## config.mk

```make
export PLATFORM = sky130hd
export DESIGN_NAME = cronometro_irrigacao
export DESIGN_NICKNAME = d
export VERILOG_FILES = /design/src/rtl/cronometro_pkg.sv /design/src/rtl/contador_bcd_dec.sv /design/src/rtl/cronometro_irrigacao.sv
export SDC_FILE = /design/constraint.sdc
export NUM_CORES = 1
export LEC_CHECK = 0
export ABC_AREA = 1
export CORE_MARGIN = 8
export CORE_UTILIZATION = 54
export CTS_CLUSTER_SIZE = 16
export DETAILED_ROUTE_END_ITERATION = 10
export HOLD_SLACK_MARGIN = 0.1
export MAX_ROUTING_LAYER = met4
export PLACE_DENSITY = 0.92
export SLEW_MARGIN = 20
export SYNTH_ARGS = -nofsm -noshare
export SYNTH_HDL_FRONTEND = slang
export SYNTH_HIERARCHICAL = 1
export SYNTH_SLANG_ARGS = --single-unit
```

## constraint.sdc

```tcl
create_clock -name clock_i -period 3.2 [get_ports clock_i]
set_input_delay 0.64 -clock clock_i [delete_from_list [all_inputs] [get_ports clock_i]]
set_output_delay 0.64 -clock clock_i [all_outputs]
set_load 0.01 [all_outputs]
```

## src/rtl/cronometro_pkg.sv

```systemverilog
// Shared types and constants for the irrigation countdown timer.
// Presets are stored as BCD minutes (MM); seconds always load as 00.
package cronometro_pkg;

  typedef enum logic [1:0] {
    MODO_OFF           = 2'd0,
    MODO_GOTEJAMENTO   = 2'd1,
    MODO_ASPERSAO      = 2'd2,
    MODO_PERSONALIZADO = 2'd3
  } modo_e;

  typedef enum logic [1:0] {
    StIdle,
    StRunning,
    StPaused
  } estado_e;

  localparam logic [7:0] PRESET_GOTEJAMENTO = 8'h30;
  localparam logic [7:0] PRESET_ASPERSAO    = 8'h12;
  localparam logic [7:0] BCD_CLAMP          = 8'h59;

  localparam int unsigned NUM_LIMIARES = 3;
  localparam int unsigned LIMIAR_NIVEL [NUM_LIMIARES] = '{6, 12, 30};

  // Level bits beyond the table never assert.
  function automatic int unsigned limiar(input int unsigned i);
    if (i < NUM_LIMIARES) return LIMIAR_NIVEL[i];
    return 32'hFFFF_FFFF;
  endfunction

  function automatic logic [7:0] preset_minutos(input modo_e      modo,
                                                input logic [3:0] dez,
                                                input logic [3:0] uni);
    case (modo)
      MODO_GOTEJAMENTO:   return PRESET_GOTEJAMENTO;
      MODO_ASPERSAO:      return PRESET_ASPERSAO;
      MODO_PERSONALIZADO: begin
        if (dez > 4'd5 || uni > 4'd9) return BCD_CLAMP;
        return {dez, uni};
      end
      default:            return 8'h00;
    endcase
  endfunction

endpackage

```

## src/rtl/contador_bcd_dec.sv

```systemverilog
// Single down-counting BCD digit with synchronous load and borrow chaining.
// borrow_o is combinational so a chain of digits decrements in one cycle.
module contador_bcd_dec #(
  parameter int unsigned Modulo = 10
) (
  input  logic       clk_i,
  input  logic       rst_ni,
  input  logic       carga_i,
  input  logic [3:0] valor_i,
  input  logic       en_i,
  input  logic       borrow_i,
  output logic [3:0] digito_o,
  output logic       borrow_o
);

  localparam logic [3:0] DigMax = 4'(Modulo - 1);

  logic [3:0] digito_q, digito_d;

  always_comb begin
    digito_d = digito_q;
    if (carga_i) begin
      digito_d = valor_i;
    end else if (en_i && borrow_i) begin
      digito_d = (digito_q == 4'd0) ? DigMax : digito_q - 4'd1;
    end
  end

  always_ff @(posedge clk_i or negedge rst_ni) begin
    if (!rst_ni) begin
      digito_q <= 4'd0;
    end else begin
      digito_q <= digito_d;
    end
  end

  assign digito_o = digito_q;
  assign borrow_o = borrow_i && (digito_q == 4'd0);

endmodule

```

## src/rtl/cronometro_irrigacao.sv

```systemverilog
// Irrigation countdown: loads a per-mode MM:SS preset, counts down on second
// events, drives the valve while running and reports elapsed-water level.
module cronometro_irrigacao
  import cronometro_pkg::*;
#(
  parameter int unsigned TICKS_POR_SEGUNDO = 1,
  parameter int unsigned NIVEIS            = 3,
  parameter int unsigned MIN_W             = 8
) (
  input  logic              clock_i,
  input  logic              reset_ni,
  input  logic              tick_i,
  input  logic [1:0]        modo_i,
  input  logic [3:0]        presetDezMin_i,
  input  logic [3:0]        presetUniMin_i,
  input  logic              start_i,
  input  logic              pause_i,
  input  logic              abort_i,
  output logic [3:0]        dezenaMinuto_o,
  output logic [3:0]        unidadeMinuto_o,
  output logic [3:0]        dezenaSegundos_o,
  output logic [3:0]        unidadeSegundos_o,
  output logic              valvula_o,
  output logic              ocupado_o,
  output logic              fim_o,
  output logic [NIVEIS-1:0] nivelDagua_o
);

  localparam int unsigned    PreW   = (TICKS_POR_SEGUNDO > 1) ? $clog2(TICKS_POR_SEGUNDO) : 1;
  localparam logic [PreW-1:0] PreMax = PreW'(TICKS_POR_SEGUNDO - 1);

  estado_e           estado_q;
  logic [PreW-1:0]   pre_q;
  logic [MIN_W-1:0]  min_q;
  logic [NIVEIS-1:0] nivel_q;
  logic              fim_q;

  logic [7:0]        preset;
  logic              carregar, abortar, evento_seg, decrementar;
  logic              virada_min, chega_zero, carga;
  logic [15:0]       carga_val;
  logic [MIN_W-1:0]  min_prox;
  logic [NIVEIS-1:0] nivel_prox;

  logic [3:0]        dig_dm, dig_um, dig_ds, dig_us;
  logic              b_us, b_ds, b_um, b_dm;

  always_comb begin
    preset      = preset_minutos(modo_e'(modo_i), presetDezMin_i, presetUniMin_i);
    carregar    = (estado_q == StIdle) && start_i && (modo_e'(modo_i) != MODO_OFF);
    abortar     = (estado_q != StIdle) && abort_i;
    evento_seg  = tick_i && (pre_q == PreMax);
    // b_dm is high only at 00:00, which RUNNING never holds; guard anyway.
    decrementar = (estado_q == StRunning) && !abort_i && !pause_i && evento_seg && !b_dm;
    carga       = carregar || abortar;
    carga_val   = carregar ? {preset, 8'h00} : 16'h0000;
    virada_min  = b_ds;
    chega_zero  = {dig_dm, dig_um, dig_ds, dig_us} == 16'h0001;
    min_prox    = (min_q == '1) ? min_q : min_q + 1'b1;
    nivel_prox  = '0;
    for (int unsigned i = 0; i < NIVEIS; i++) begin
      nivel_prox[i] = 32'(min_prox) >= limiar(i);
    end
  end

  contador_bcd_dec #(.Modulo(10)) u_uni_seg (
    .clk_i    (clock_i),
    .rst_ni   (reset_ni),
    .carga_i  (carga),
    .valor_i  (carga_val[3:0]),
    .en_i     (decrementar),
    .borrow_i (1'b1),
    .digito_o (dig_us),
    .borrow_o (b_us)
  );

  contador_bcd_dec #(.Modulo(6)) u_dez_seg (
    .clk_i    (clock_i),
    .rst_ni   (reset_ni),
    .carga_i  (carga),
    .valor_i  (carga_val[7:4]),
    .en_i     (decrementar),
    .borrow_i (b_us),
    .digito_o (dig_ds),
    .borrow_o (b_ds)
  );

  contador_bcd_dec #(.Modulo(10)) u_uni_min (
    .clk_i    (clock_i),
    .rst_ni   (reset_ni),
    .carga_i  (carga),
    .valor_i  (carga_val[11:8]),
    .en_i     (decrementar),
    .borrow_i (b_ds),
    .digito_o (dig_um),
    .borrow_o (b_um)
  );

  contador_bcd_dec #(.Modulo(10)) u_dez_min (
    .clk_i    (clock_i),
    .rst_ni   (reset_ni),
    .carga_i  (carga),
    .valor_i  (carga_val[15:12]),
    .en_i     (decrementar),
    .borrow_i (b_um),
    .digito_o (dig_dm),
    .borrow_o (b_dm)
  );

  always_ff @(posedge clock_i or negedge reset_ni) begin
    if (!reset_ni) begin
      estado_q <= StIdle;
      pre_q    <= '0;
      min_q    <= '0;
      nivel_q  <= '0;
      fim_q    <= 1'b0;
    end else begin
      fim_q <= 1'b0;
      unique case (estado_q)
        StIdle: begin
          if (carregar) begin
            pre_q   <= '0;
            min_q   <= '0;
            nivel_q <= '0;
            if (preset == 8'h00) fim_q    <= 1'b1;
            else                 estado_q <= StRunning;
          end
        end
        StRunning: begin
          if (abort_i) begin
            estado_q <= StIdle;
          end else if (pause_i) begin
            estado_q <= StPaused;
          end else if (tick_i) begin
            if (evento_seg) begin
              pre_q <= '0;
              if (decrementar && virada_min) begin
                min_q   <= min_prox;
                nivel_q <= nivel_prox;
              end
              if (decrementar && chega_zero) begin
                estado_q <= StIdle;
                fim_q    <= 1'b1;
              end
            end else begin
              pre_q <= pre_q + 1'b1;
            end
          end
        end
        StPaused: begin
          if (abort_i)       estado_q <= StIdle;
          else if (!pause_i) estado_q <= StRunning;
        end
        default: estado_q <= StIdle;
      endcase
    end
  end

  assign dezenaMinuto_o    = dig_dm;
  assign unidadeMinuto_o   = dig_um;
  assign dezenaSegundos_o  = dig_ds;
  assign unidadeSegundos_o = dig_us;
  assign valvula_o         = (estado_q == StRunning);
  assign ocupado_o         = (estado_q == StRunning) || (estado_q == StPaused);
  assign fim_o             = fim_q;
  assign nivelDagua_o      = nivel_q;

endmodule

```

======== Yosys cells after proc, flatten, opt, wreduce, memory -nomap -nowiden ========
Index checks and enable logic that the tools add are counted.
operators by class
  add/subtract/negate cells ............... 6
  $mul .................................... 0
  divide/modulo/power cells ............... 0
  order comparisons ....................... 5
  eq/ne operators ......................... 18
  shifts and indexed selects .............. 0
  mux-type cells .......................... 57
  bitwise logic cells ..................... 1
  reductions and logical operators ........ 37
operator list
  kind                                                                      count
  8-bit 2-to-1 mux                                                          9
  4-bit 2-to-1 mux                                                          12
  8-bit one-hot mux with 3 select lines                                     1
  2-bit 2-to-1 mux                                                          9
  3-bit 2-to-1 mux                                                          6
  16-bit by 1-bit equality test with 1-bit output (second input constant)   1
  4-bit zero test                                                           4
  16-bit 2-to-1 mux                                                         1
  8-bit one-hot mux with 2 select lines                                     1
  4-bit by 1-bit subtractor with 4-bit output (second input constant)       4
  1-bit logical AND                                                         15
  1-bit 2-to-1 mux                                                          14
  2-bit nonzero test                                                        7
  2-bit inequality test (second input constant)                             5
  8-bit by 1-bit adder with 8-bit output (second input constant)            1
  8-bit equality test (second input constant)                               1
  8-bit by 3-bit >= comparator with 1-bit output (second input constant)    1
  8-bit by 4-bit >= comparator with 1-bit output (second input constant)    1
  8-bit by 5-bit >= comparator with 1-bit output (second input constant)    1
  8-bit zero test                                                           1
  4-bit by 3-bit inequality test with 1-bit output (second input constant)  2
  7-bit AND reduction                                                       1
  2-bit equality test (second input constant)                               3
  2-bit one-hot mux with 3 select lines                                     1
  other kinds (15)                                                          22
storage, ports and cells
  bits in registers ....................... 31
  latch bits .............................. 0
  memory bits (writable) .................. 0
  ROM bits ................................ 0
  input bits .............................. 16
  output and inout bits ................... 22
  logic and storage cells ................. 133
  memories kept ........................... 0

======== Longest topological paths before layout ========
Gate-level depths: netlist (run 1).
  depth after elaboration ................. 13
  mapped depth ............................ 18

======== Cells and area by module ========
The synthesis (run 1) kept the hierarchy.
by module, submodules not included
  module                            times used  cells each  area an instance (µm²)
  cronometro_irrigacao              1           188         1,316.3
  contador_bcd_dec (u_dez_min ...)  3           39          257.7
  contador_bcd_dec (u_dez_seg)      1           32          229.0

======== Least setup slack after synthesis (run 1) ========
Ideal clock, no wire load.
  path type ............................... input -> register
  start point ............................. input port abort_i
  end point ............................... register u_dez_min.digito_q[3], in the netlist u_dez_min/digito_o[3]
  setup time .............................. 0.118 ns
  arrival time ............................ 2.293 ns
  required time ........................... 3.082 ns
  setup slack ............................. 0.789 ns
  stages on the path ...................... 7
  buffers on the path ..................... 0
  cell sequence ........................... inv_1 -> o21ai_0 -> inv_2 -> o21ai_1 -> inv_1 -> nand2_1 -> nand2_1
on the way
  elaborated cells on any way between the ends .. 10
  those cells by class .................... 1 x mux; 9 x reduce/logical
RTL lines
  element                                                        line                        RTL
  start, declared                                                cronometro_irrigacao.sv:18  input logic abort_i,
  1-bit logical AND (*)                                          cronometro_irrigacao.sv:51  abortar = (estado_q != StIdle) && abort_i;
  1-bit logical OR (*)                                           cronometro_irrigacao.sv:55  carga = carregar || abortar;
  net carga                                                      cronometro_irrigacao.sv:40  logic virada_min, chega_zero, carga;
  4-bit 2-to-1 mux / 2-bit nonzero test (equally long branches)  -
  end signal, assigned                                           contador_bcd_dec.sv:33      digito_q <= digito_d;
  end, declared                                                  contador_bcd_dec.sv:18      logic [3:0] digito_q, digito_d;
Mark *: on every way through the listed nets, which the timed path passes. The rest lies on a longest branch.
A chain may end at the register's enable or synchronous reset.

======== Final worst setup path (run 1) ========
  start point ............................. register estado_q[1]
  end point ............................... output port valvula_o
on the way
  longest elaborated chain between the ends .. 1
ends and longest elaborated chain
  element                                         line                         RTL
  start, declared                                 cronometro_irrigacao.sv:32   estado_e estado_q;
  start signal, assigned                          cronometro_irrigacao.sv:112  estado_q <= StIdle;
  start signal, assigned                          cronometro_irrigacao.sv:126  else estado_q <= StRunning;
  start signal, assigned                          cronometro_irrigacao.sv:131  estado_q <= StIdle;
  2-bit by 1-bit equality test with 1-bit output  cronometro_irrigacao.sv:163  assign valvula_o = (estado_q == StRunning);
  end, declared                                   cronometro_irrigacao.sv:23   output logic valvula_o,
No other way between the ends.

==> summary.md, run 1 <==
The via count of the first global-routing pass is 2211. The tools report the worst min-delay path startpoint as nivelDagua_o[2]$_DFFE_PN0P_. The timing-limited maximum frequency is 422 MHz. The synthesized design contains 31 register bits. Walking the worst path, the cells encountered are inv_1 > ha_1 > clkdlybuf4s50_1. The logs give 6 for the number of warnings printed during yosys synthesis and 1.20 mW for the internal power contribution. Setup repair after global routing left no endpoint under its margin.

The final layout contains 413 nets. The synthesized-area fraction occupied by xor and xnor cells was 1.89%; the summed negative setup slack over all endpoints was 0 ns. The number of antenna violations at the first check in global routing was 0; the portion of total power attributed to the clock network was 13.4%.

The total area inside the core boundary comes to 4230 um^2. The tools report the hold path endpoint as nivelDagua_o[2]$_DFFE_PN0P_. The combinational family with the most area after synthesis is simple AND/OR/NAND/NOR gates. The startpoint identified for the worst register-to-register timing path is u_uni_seg/digito_o[2]$_DFFE_PN0P_.

Setup violations remaining at the end of the flow were counted as 0. In this run switching power makes up 46.1% of total power. After legalization and detailed placement, the total HPWL measured 4.21 mm. The tools report the detailed-route via count as 2306. The clock reaches the later pin of the worst-skew pair after 0.29 ns. Across the run, the number of max-cap violations was 0.

For the share of total power in combinational logic, the log shows 56.6%. After detailed placement, the total cell area comes to 2800 um^2. The maximum number of pins on one net before global-route repair is 32. The worst vdd rail ir drop came out at 0.407 mV. The kind of start point of the critical path is a register. For the worst setup path, the data required time is 2.56 ns. The largest fanout on the critical path works out to 6. Minimum clock period after layout: 2.37 ns.

Yosys mapped the design onto 33 distinct sky130hd cell types. The post-synthesis cell area was 2320 um^2. The share of synthesized cell area in and, or, nand and nor gates is 39.2%, and the overall die width is 81.5 um. In the final routed layout, each cell accounts on average for 12.2 um. Final worst slack: 0.832 ns. In this run the power density over the cells is 770 nW/um^2. The die is 81.5 um tall. Summed over all nets, the switching power comes to 1.02 mW. After detailed routing, the total wire length is 5.41 mm. The number of hold-repair buffers added at the cts stage was 0; the remaining global-route overflow was 0. The tightest min-delay check is of the register to register type.

The clock net in this run drives a total of 31 sinks. Counting the buffers created by CTS gives 5. The tools report the count of boundary I/O pins as 38.

The logs give 18.2% for the overall fraction of global-route tracks in use and 1.45 nW for the leakage power. Clock skew on the completed layout was measured at 0.00830 ns. The post-placement setup slack came out at 0.741 ns. Along the worst hold path, the cell count comes to 2.

After clock tree synthesis, the repair step resized 0 gates. TritonCTS built the clock tree. A synthesized cell averages 6.88 um^2.

For the DRC marker count from the first detailed-route iteration, the log shows 147. The repair_antennas step left the layout with diodes totalling 0. After detailed routing, the number of vias per cell comes to 5.18. The worst register-to-register path has a depth of 18. The share of the clock period used by the worst path was 74.0%; the first-pass GRT wire length was 9.40 mm. For the post-route antenna net violation count, the log shows 0. For the total iterations of the first detailed-routing run, the log shows 4. The arrival time at the worst endpoint was 1.73 ns.

The maximum cell stage delay along the critical path came out at 0.61 ns. The run gives 2 as the deepest level of the CTS H-tree. The tools report the sequential cell area fraction in the yosys report as 33.5%. The cell count after synthesis came out at 337. Across all register-to-register paths, the minimum setup slack is 0.84 ns.

For the final total power, the log shows 2.22 mW. The final estimated routing congestion in global placement is 0.930. The run gives 54.8% as the initial cell density of the core.

The die covers 6650 um^2. The multiplexer fraction of the synthesized cell area works out to 0%. Complex-gate fraction of the synthesized area: 13.6%.

The run finished with clean final reports. The kind of critical path was register to primary output. The final routed DRC violation total was 0; the number of endpoints with negative hold slack in the final report was 0. The number of setup buffers added after CTS was 0. Sorting the synthesized cells by area gives the leading types as sky130_fd_sc_hd__dfrtp_1 (33%), sky130_fd_sc_hd__nand2_1 (14%), sky130_fd_sc_hd__nor2_1 (7.9%), sky130_fd_sc_hd__inv_1 (6.8%), sky130_fd_sc_hd__nand3_1 (4.3%). Summed over all instances, the cell type with the most area after synthesis is sky130_fd_sc_hd__dfrtp_1. On the critical path, the stage with the largest delay is an instance of sky130_fd_sc_hd__clkdlybuf4s50_1. The longest clock path from root to sink contains 2 buffers. The clock transition at the register clock pins on the worst setup and hold paths after CTS came out at 0.06 ns.

The synthesis-to-layout area growth was 24.4%. The number of buffers added on ports is 37, and the fraction of final layout cells with drive strength greater than 1 is 13.5%. After floorplanning, the core was divided into 24 placement rows. The fraction of synthesized cell area taken by the top area cell type works out to 33.5%. The cell sitting at the root of the clock tree is a sky130_fd_sc_hd__clkbuf_8. The number of slew-limit violations in the final report is 0, and the end-of-flow core utilization is 68.1%. Endpoint kind of the worst setup timing path: a primary output.

The worst flop-to-flop path endpoint was u_dez_min/digito_o[3]$_DFFE_PN0P_. The logs give 2880 um^2 for the total non-filler cell area in the finished layout and 30.0% for the sequential share of power. The share of synthesized cell area in full adder, half adder and majority cells was 2.70%.
## synthesized netlist by cell type
library cell and number:
sky130_fd_sc_hd__o211ai_1 4, sky130_fd_sc_hd__inv_2 10, sky130_fd_sc_hd__nor2_4 3, sky130_fd_sc_hd__nor2_2 6
sky130_fd_sc_hd__nand3_1 20, sky130_fd_sc_hd__nand2_2 7, sky130_fd_sc_hd__nor3_1 1, sky130_fd_sc_hd__o21ai_1 15
sky130_fd_sc_hd__a21oi_4 3, sky130_fd_sc_hd__inv_1 42, sky130_fd_sc_hd__a21oi_1 7, sky130_fd_sc_hd__nand4_1 4
sky130_fd_sc_hd__nand4_4 1, sky130_fd_sc_hd__o22ai_1 4, sky130_fd_sc_hd__o21ai_0 10, sky130_fd_sc_hd__nor2_1 49
sky130_fd_sc_hd__a31o_1 1, sky130_fd_sc_hd__or2_2 1, sky130_fd_sc_hd__conb_1 2, sky130_fd_sc_hd__ha_1 5
sky130_fd_sc_hd__o21ai_2 3, sky130_fd_sc_hd__o21bai_1 1, sky130_fd_sc_hd__nand3b_1 2, sky130_fd_sc_hd__clkinv_4 1
sky130_fd_sc_hd__or2_4 1, sky130_fd_sc_hd__dfrtp_1 31, sky130_fd_sc_hd__xnor2_1 1, sky130_fd_sc_hd__nand3b_2 1
sky130_fd_sc_hd__a22o_1 1, sky130_fd_sc_hd__xor2_1 4, sky130_fd_sc_hd__nand2_1 88, sky130_fd_sc_hd__nand3_2 7
sky130_fd_sc_hd__nand3_4 1
## worst max-delay path by stage
stage	start	endpoint	slack [ns]
CTS	estado_q[1]$_DFFE_PN0P_	valvula_o	0.81
floorplan	abort_i	u_dez_min/digito_o[3]$_DFFE_PN0P_	0.79
global route	u_uni_seg/digito_o[3]$_DFFE_PN0P_	u_uni_seg/digito_o[3]$_DFFE_PN0P_	0.58
finish	estado_q[1]$_DFFE_PN0P_	valvula_o	0.83
detailed placement	modo_i[0]	u_uni_seg/digito_o[3]$_DFFE_PN0P_	0.74
global placement	modo_i[0]	u_uni_min/digito_o[3]$_DFFE_PN0P_	0.78
## cell families (layout without fill, tap and decap cells)
logic type,count (synthesis),count (layout)
simple gates,192,192
compound gates,49,49
flops,31,31
buf+inv,53,100
fa+ha+maj,5,5
other cells,2,11
xor+xnor,5,5
## cell type report
class | instances | area, um^2
repair buffers | 39 | 385
well taps | 52 | 65.1
flip-flops and latches | 31 | 776
fillers | 352 | 1350
clock buffers | 7 | 76.3
clock inverters | 1 | 5.00
multi-input cells | 262 | 1370
inverters | 53 | 204
## sequential cells by signal (all words and copies together), names as in the netlist
name / count
estado_q: 2
nivelDagua_o: 3
u_dez_seg/digito_o: 4
min_q: 8
pre_q: 1
fim_o: 1
u_dez_min/digito_o: 4
u_uni_min/digito_o: 4
u_uni_seg/digito_o: 4
## stage by stage
step	instances	hold WS, ns
2_1_floorplan	346	0.344
3_3_place_gp	437	0.485
3_5_place_dp	437	0.485
4_1_cts	445	0.503
5_1_grt	445	0.543
6_report	445	0.498
## power groups by stage
stage	Clock, mW	Combinational (mW)	Sequential (mW)
4_1_cts	0.309	1.25	0.665
5_1_grt	0.321	1.39	0.685
3_3_place_gp	0	1.20	0.671
2_1_floorplan	0	0.776	0.683
6_report	0.298	1.26	0.665
3_5_place_dp	0	1.24	0.672
## cells in the final DEF (no fill, tap or decap), drive strengths merged
cell type,instances
a21oi,10
a22o,1
a31o,1
buf,2
clkbuf,7
clkdlybuf4s50,37
clkinv,2
conb,11
dfrtp,31
ha,5
inv,52
nand2,95
nand3,28
nand3b,3
nand4,5
nor2,58
nor3,1
o211ai,4
o21ai,28
o21bai,1
o22ai,4
or2,2
xnor2,1
xor2,4
## critical path: cells and delay by family, from the launching register on
kind       cells  cell delay [ns]
buf+inv        2             0.70
flops          1             0.41
fa+ha+maj      1             0.34
## layer usage
| layer | share of wire, % | global-route usage, % | vias up | routed length, um |
|---|---|---|---|---|
| met3 | 6.2 | 3.72 | 10 | 334 |
| li1 | - | - | 1174 | - |
| met1 | 43 | 20.7 | 1045 | 2310 |
| met5 | 0 | - | - | 0 |
| met4 | 2.3 | 8.57 | 0 | 123 |
| met2 | 49 | 30.2 | 77 | 2640 |
No activity file was read; power rests on OpenSTA's default activity.
==> inputs of run 2 (changes only) <==
--- a/config.mk
+++ b/config.mk
@@ -7,12 +7,12 @@
 export LEC_CHECK = 0
 export ABC_AREA = 1
 export CORE_MARGIN = 8
-export CORE_UTILIZATION = 54
+export CORE_UTILIZATION = 49
 export CTS_CLUSTER_SIZE = 16
 export DETAILED_ROUTE_END_ITERATION = 10
 export HOLD_SLACK_MARGIN = 0.1
 export MAX_ROUTING_LAYER = met4
-export PLACE_DENSITY = 0.92
+export PLACE_DENSITY = 0.88
 export SLEW_MARGIN = 20
 export SYNTH_ARGS = -nofsm -noshare
 export SYNTH_HDL_FRONTEND = slang
==> constraint.sdc (replaced) <==
create_clock -name clock_i -period 2 [get_ports clock_i]
set_input_delay 0.4 -clock clock_i [delete_from_list [all_inputs] [get_ports clock_i]]
set_output_delay 0.4 -clock clock_i [all_outputs]
set_load 0.01 [all_outputs]
==> summary.md, run 2 (synthesis gave the netlist of run 1 again) <==
The run gives 4630 um^2 (+9.3%) as the core region area. The overall fraction of global-route tracks in use was 17.8% (-0.40 points); the worst vdd rail ir drop was 0.654 mV (+61%). The number of endpoints with negative hold slack in the final report is 0 (unchanged), and the number of placed cells counting well taps is 456 (+4.3%). The clock tree root driver cell is sky130_fd_sc_hd__clkbuf_8. The floorplan row count was 25 (+4.2%); the arrival time at the worst endpoint was 2.24 ns (+0.51 ns). The min-delay analysis places its worst path in the category input pin to async pin.

Flip-flop count of the largest register after layout: 8 (unchanged). Total iterations of the first detailed-routing run: 5 (+1). The diode insertion count for antenna repair was 0 (unchanged). The die boundary height works out to 84.8 um (+4.0%).

Setup repair after global routing could not meet its margin everywhere. Critical path buffer and inverter count: 5 (+3). The via count of the first global-routing pass is 2403 (+8.7%), and the power per standard cell area is 1260 nW/um^2 (+63%). The largest fanout on the critical path is 6 (unchanged). Area enclosed by the die boundary: 7190 um^2 (+8.2%). In this run the critical register-to-register path is launched from u_uni_seg/digito_o[3]$_DFFE_PN0P_.

TritonCTS built the clock tree. The number of endpoints failing setup at the final stage is 11 (+11), and the DRC marker count from the first detailed-route iteration is 135 (-8.2%). The worst-skew pair later-pin latency is 0.28 ns (about the same), and the share of the clock period used by the worst path is 103%. The maximum number of pins on one net before global-route repair is 19 (-41%), and the per-cell routed wire length is 13.5 um (+11%). STA classifies the critical path startpoint as a register. The number of antenna violations at the first check in global routing is 0 (unchanged), and the overall die width is 84.8 um (+4.0%). The clock transition at the register clock pins on the worst setup and hold paths after CTS came out at 0.07 ns (about the same). More flip-flops sit in one register than any other, and that register is min_q. The run finished, with violations left.

For the count of boundary I/O pins, the log shows 38 (unchanged). The tools report the end-of-flow core utilization as 69.6% (+1.5 points). For this design, the slowest cell found on the critical path is sky130_fd_sc_hd__dfrtp_1. The vias per cell is 5.31 (+2.4%), and the post-route antenna net violation count is 0 (unchanged).

The logs give 50.1% (-4.7 points) for the initial cell density of the core and 0 (unchanged) for the final routed DRC violation total. The logs give 0.875 (-5.9%) for the final estimated routing congestion in global placement and 2.17 ns (-0.39 ns) for the worst path required time. The tools report the number of hold-repair buffers added at the cts stage as 0 (unchanged). The first-pass GRT wire length came out at 10.3 mm (+9.5%). The maximum cell stage delay along the critical path was 0.41 ns (-0.20 ns); the fraction of final layout cells with drive strength greater than 1 was 25.6% (+12 points). On the critical path the largest part of the delay comes from simple AND/OR/NAND/NOR gates. The run gives 439 (+6.3%) as the number of nets at the end of the flow. The timing-limited maximum frequency is 485 MHz. The run gives 6.38 mm (+18%) as the total routed wirelength. In the layout the commonest cells are sky130_fd_sc_hd__nand2_1 (83), sky130_fd_sc_hd__nor2_1 (45), sky130_fd_sc_hd__inv_1 (40). The remaining global-route overflow was 0 (unchanged); the detailed-route via count was 2504 (+8.6%). The tools report the number of slew-limit violations in the final report as 0 (unchanged). The run gives -0.0630 ns (-0.895 ns) as the final worst slack. Endpoint kind of the worst setup timing path: a register.

The maximum buffer depth of the clock tree came out at 2 (unchanged). Total clock buffers created by CTS: 5 (unchanged). The number of maximum-capacitance constraint violations was 0 (unchanged). The worst setup path is of the register to register kind.

The number of buffers added on ports was 37 (unchanged); the deepest level of the CTS H-tree was 2 (unchanged). For the layout filler cell count, the log shows 362 (+2.8%). The leakage power came out at 1.66 nW (+14%).

For the clock sink total, the log shows 31 (unchanged). The post-detailed-placement half-perimeter wirelength came out at 4.58 mm (+8.9%). The checks that failed: negative setup slack.

The worst setup skew after layout is 0.00446 ns (-0.00384 ns). The library cell used most frequently in the layout, excluding fill and tap cells, is sky130_fd_sc_hd__nand2_1. The synthesis-to-layout area growth works out to 39.0%.

The minimum clock period after layout was 2.06 ns; the combined area of the multi-input logic cells was 1500 um^2 (+9.1%). In this run the worst setup path begins at u_uni_seg/digito_o[3]$_DFFE_PN0P_. The signal on the critical path passes through nor2_4 > nand2_2 > nor2_2 > nand2_1 > nor2_2 > inv_1 > nor2_2 > inv_1 > nor2_1 > nor2_1 > nand3_2 > clkinv_4 > nand2_4 > inv_2 > nand3_1 > nand3_1 > nand2_1 > inv_1.

The run gives 779 um^2 (+0.48%) as the area of all sequential standard cells. The non-filler instance count after layout was 472 (+6.1%).
==> run 2: final timing paths <==
kind	endpoint	slack (ns)	cells past startpoint
setup / recovery	u_dez_seg/digito_o[2]$_DFFE_PN0P_	-0.06	18
hold / removal	fim_o$_DFF_PN0_	0.46	2
setup reg to reg	u_dez_seg/digito_o[2]$_DFFE_PN0P_	-0.06	18
hold reg to reg	nivelDagua_o[2]$_DFFE_PN0P_	0.50	2
max in group asynchronous	u_uni_seg/digito_o[2]$_DFFE_PN0P_	1.29	2
min in group clock_i	nivelDagua_o[2]$_DFFE_PN0P_	0.50	2
==> run 2: metrics by stage <==
step	area [um^2]	power, mW	worst slack, ns	setup TNS (ns)	hold slack [ns]
finish	3220	4.05	-0.0630	-0.262	0.459
global route	3220	4.34	-0.246	-4.18	0.481
CTS	3070	3.81	0.00503	0	0.467
detailed placement	2960	3.26	-0.0233	-0.0233	0.489
global placement	2960	3.18	0.0363	0	0.482
floorplan	2380	2.36	0.0108	0	0.104
==> run 2: area by class of cell <==
cell class	instances	share of cell area, %
Multi-Input combinational cell	262	46.5
Sequential cell	31	24.2
Clock buffer	6	2.56
Inverter	53	6.48
Tap cell	54	2.10
Clock inverter	1	0.155
Timing Repair Buffer	65	18.1
==> run 2: timing repair <==
action	4_1_cts	5_1_grt
gates resized for setup	5	25
pin swaps	1	18
setup endpoints to repair	6	30
setup buffers	1	8
==> run 2: report_power, final <==
| part | leakage, nW | switching (mW) | internal (mW) |
|---|---|---|---|
| clock | 0.0470 | 0.233 | 0.270 |
| combinational | 1.21 | 1.40 | 1.11 |
| sequential | 0.400 | 0.226 | 0.813 |
| total | 1.66 | 1.86 | 2.19 |
==> run 2: metal layers <==
layer | track usage [%] | up-vias | share of wire, % | wire, um
met5 | - | - | 0 | 0
met4 | 8.25 | 0 | 2.4 | 151
met3 | 4.20 | 19 | 4.9 | 312
met2 | 30.8 | 92 | 53 | 3350
met1 | 18.9 | 1172 | 40 | 2560
li1 | - | 1221 | - | -
==> inputs of run 3 (changes only) <==
--- a/config.mk
+++ b/config.mk
@@ -6,7 +6,7 @@
 export NUM_CORES = 1
 export LEC_CHECK = 0
 export ABC_AREA = 1
-export CORE_MARGIN = 8
+export CORE_MARGIN = 10
 export CORE_UTILIZATION = 49
 export CTS_CLUSTER_SIZE = 16
 export DETAILED_ROUTE_END_ITERATION = 10
==> summary.md, run 3 (synthesis gave the netlist of run 1 again) <==
The flow ran to the end, but the final reports show violations. For this design, the slowest cell found on the critical path is sky130_fd_sc_hd__dfrtp_2. The maximum buffer depth of the clock tree was 2 (unchanged); the clock transition at the register clock pins on the worst setup and hold paths after CTS was 0.07 ns (about the same).

The core region area is 4470 um^2 (-3.4%). Clock tree root driver cell: sky130_fd_sc_hd__clkbuf_8. The run gives 0.945 mV (+45%) as the worst vdd rail ir drop. The share of total power in combinational logic came out at 61.0% (-0.9 points). The worst setup path is launched from a register. The post-detailed-placement half-perimeter wirelength is 4.52 mm (-1.3%), and the minimum clock period after layout is 2.21 ns (+0.151 ns). The worst path required time is 2.17 ns (about the same). The deepest level of the CTS H-tree was 2 (unchanged). For the area enclosed by the die boundary, the log shows 7880 um^2 (+9.7%). The worst setup path is captured at a register.

Setup repair after global routing could not meet its margin everywhere. The timing-limited maximum frequency was 452 MHz (-6.8%); the total net switching power was 1.81 mW (-2.5%). The tools report the DRC marker count from the first detailed-route iteration as 207 (+53%).

The library cell used most frequently in the layout, excluding fill and tap cells, is sky130_fd_sc_hd__nand2_1. The number of endpoints failing setup at the final stage was 29 (+18). The final worst slack is -0.214 ns (-0.151 ns), and the number of buffers added on ports is 37 (unchanged).

For the floorplan row count, the log shows 24 (-4.0%). The tools report the sequential share of power as 26.2% (+0.5 points). Net switching share of the total power: 45.2% (-0.67 points).

The share of the clock period used by the worst path works out to 111% (+7.5 points). The diode insertion count for antenna repair was 0 (unchanged); the number of maximum-capacitance constraint violations was 0 (unchanged). The overall die width works out to 88.8 um (+4.7%). The maximum number of pins on one net before global-route repair was 32 (+13); the number of antenna violations at the first check in global routing was 0 (unchanged). Maximum cell stage delay along the critical path: 0.43 ns (+0.02 ns). The via count of the first global-routing pass is 2359 (-1.8%), and the total routed wirelength is 6.34 mm (-0.67%). The logs give 1470 um^2 (-2.0%) for the combined area of the multi-input logic cells and 5 (unchanged) for the total clock buffers created by CTS. The portion of total power attributed to the clock network is 12.8% (+0.4 points). For the detailed-route via count, the log shows 2471 (-1.3%). The run gives 4 (-1) as the total iterations of the first detailed-routing run.

The area of all sequential standard cells is 779 um^2 (unchanged), and the synthesis-to-layout area growth is 38.6%. For the worst hold slack, the log shows 0.496 ns (+0.0366 ns). The tools report the number of nets at the end of the flow as 440 (+0.23%). The final routed DRC violation total was 0 (unchanged); the die boundary height was 88.8 um (+4.7%). For the overall fraction of global-route tracks in use, the log shows 17.1% (-0.76 points). The number of slew-limit violations in the final report is 0 (unchanged). The critical path buffer and inverter count was 4 (-1).

Vias per cell: 5.24 (-1.3%). The run gives 38 (unchanged) as the count of boundary I/O pins. The register with the most flip-flops in the final layout is min_q. The logs give 0.881 (+0.67%) for the final estimated routing congestion in global placement and 323 (-11%) for the layout filler cell count. The tools report the arrival time at the worst endpoint as 2.39 ns (+0.15 ns). The per-cell routed wire length was 13.4 um (-0.67%); the internal power contribution was 2.19 mW (+0.13%). The tightest min-delay check is of the input pin to async pin type. First-pass GRT wire length: 10.5 mm (+1.6%). For the summed negative setup slack over all endpoints, the log shows -3.08 ns (-2.81 ns). The fraction of final layout cells with drive strength greater than 1 works out to 24.3% (-1.3 points). The final reports fail on negative setup slack. For the post-route antenna net violation count, the log shows 0 (unchanged). Grouping stages by cell kind, the critical path spends the most delay in simple AND/OR/NAND/NOR gates.

Remaining global-route overflow: 0 (unchanged). The initial cell density of the core is 51.8% (+1.7 points), and the flip-flop count of the largest register after layout is 8 (unchanged). By startpoint and endpoint, the worst setup path is classified as register to register. The signal on the critical path passes through nor2_4 > nand2_2 > nor2_2 > nand2_1 > nor2_2 > inv_1 > nor2_2 > inv_1 > nor2_1 > nor2_1 > nand3_2 > inv_6 > nand2_4 > nand2_2 > o21ai_1 > inv_1 > nand2_1 > nand2_1.

The tools report the worst-skew pair later-pin latency as 0.29 ns (about the same). The leakage power is 1.67 nW (+0.66%). TritonCTS built the clock tree. The number of endpoints with negative hold slack in the final report is 0 (unchanged), and the worst setup skew after layout is 0.00750 ns (+0.00304 ns).

Leaving out fill and tap cells, the most frequent cells in the layout are sky130_fd_sc_hd__nand2_1 (83), sky130_fd_sc_hd__nor2_1 (45), sky130_fd_sc_hd__inv_1 (40). The largest fanout on the critical path is 6 (unchanged), and the power per standard cell area is 1240 nW/um^2 (-0.82%). The tools report the clock sink total as 31 (unchanged).
run 3: per-stage QoR:
stage | instances | worst slack, ns | area, um^2 | util, % | power, mW
after detailed placement | 451 | -0.0671 | 2950 | 65.9 | 3.25
final | 472 | -0.214 | 3210 | 71.8 | 4.00
after floorplan | 346 | 0.0108 | 2380 | - | 2.36
after global placement | 451 | 0.0602 | 2950 | 65.9 | 3.19
after global routing | 472 | -0.315 | 3210 | 71.8 | 4.31
after CTS | 464 | -0.00279 | 3110 | 69.6 | 3.86
run 3: what timing repair did:
| item | 4_1_cts | 5_1_grt |
|---|---|---|
| pin swaps | 6 | 5 |
| hold buffers | 0 | 0 |
| setup endpoints to repair | 22 | 31 |
| setup buffers | 5 | 8 |
| resized for setup | 10 | 11 |
run 3: power by group through the flow:
| stage | logic, mW | registers, mW | clock network, mW |
|---|---|---|---|
| final | 2.44 | 1.05 | 0.513 |
| after global routing | 2.69 | 1.08 | 0.544 |
| after CTS | 2.30 | 1.04 | 0.518 |
| after detailed placement | 2.21 | 1.04 | 0 |
| after global placement | 2.15 | 1.04 | 0 |
| after floorplan | 1.26 | 1.10 | 0 |
run 3: layout make-up:
type                       count  share of cell area [%]
inverter                      53                    6.50
clock inverter                 1                   0.156
sequential                    31                    24.3
tap                           52                    2.02
clock buffer                   7                    2.69
timing repair buffer          66                    18.7
multi-input combinational    262                    45.7
run 3: per-layer routing:
metal	GRT usage (%)	routed length (um)	up-vias
met2	28.6	3080	76
met5	-	0	-
met1	19.7	2750	1155
li1	-	-	1221
met3	3.22	339	19
met4	6.61	170	0
run 3: path summary, 6_finish.rpt:
| path | startpoint | end | slack (ns) | cells after the start |
|---|---|---|---|---|
| max in group asynchronous | reset_ni | u_uni_seg/digito_o[0]$_DFFE_PN0P_ | 1.19 | 2 |
| worst max-delay path | u_uni_seg/digito_o[1]$_DFFE_PN0P_ | u_uni_min/digito_o[3]$_DFFE_PN0P_ | -0.21 | 18 |
| worst min-delay path | reset_ni | fim_o$_DFF_PN0_ | 0.50 | 2 |
| min in group clock_i | nivelDagua_o[2]$_DFFE_PN0P_ | nivelDagua_o[2]$_DFFE_PN0P_ | 0.50 | 2 |
| worst max register to register | u_uni_seg/digito_o[1]$_DFFE_PN0P_ | u_uni_min/digito_o[3]$_DFFE_PN0P_ | -0.21 | 18 |
| worst min register to register | nivelDagua_o[2]$_DFFE_PN0P_ | nivelDagua_o[2]$_DFFE_PN0P_ | 0.50 | 2 |
run 3: worst register-to-register path, stage by stage (launching register included):
cell and delay [ns]:
sky130_fd_sc_hd__dfrtp_2 0.43, sky130_fd_sc_hd__nor2_4 0.15, sky130_fd_sc_hd__nand2_2 0.09, sky130_fd_sc_hd__nor2_2 0.11, sky130_fd_sc_hd__nand2_1 0.09, sky130_fd_sc_hd__nor2_2 0.11
sky130_fd_sc_hd__inv_1 0.06, sky130_fd_sc_hd__nor2_2 0.13, sky130_fd_sc_hd__inv_1 0.06, sky130_fd_sc_hd__nor2_1 0.12, sky130_fd_sc_hd__nor2_1 0.07, sky130_fd_sc_hd__nand3_2 0.13
sky130_fd_sc_hd__inv_6 0.08, sky130_fd_sc_hd__nand2_4 0.10, sky130_fd_sc_hd__nand2_2 0.08, sky130_fd_sc_hd__o21ai_1 0.08, sky130_fd_sc_hd__inv_1 0.06, sky130_fd_sc_hd__nand2_1 0.09
sky130_fd_sc_hd__nand2_1 0.06
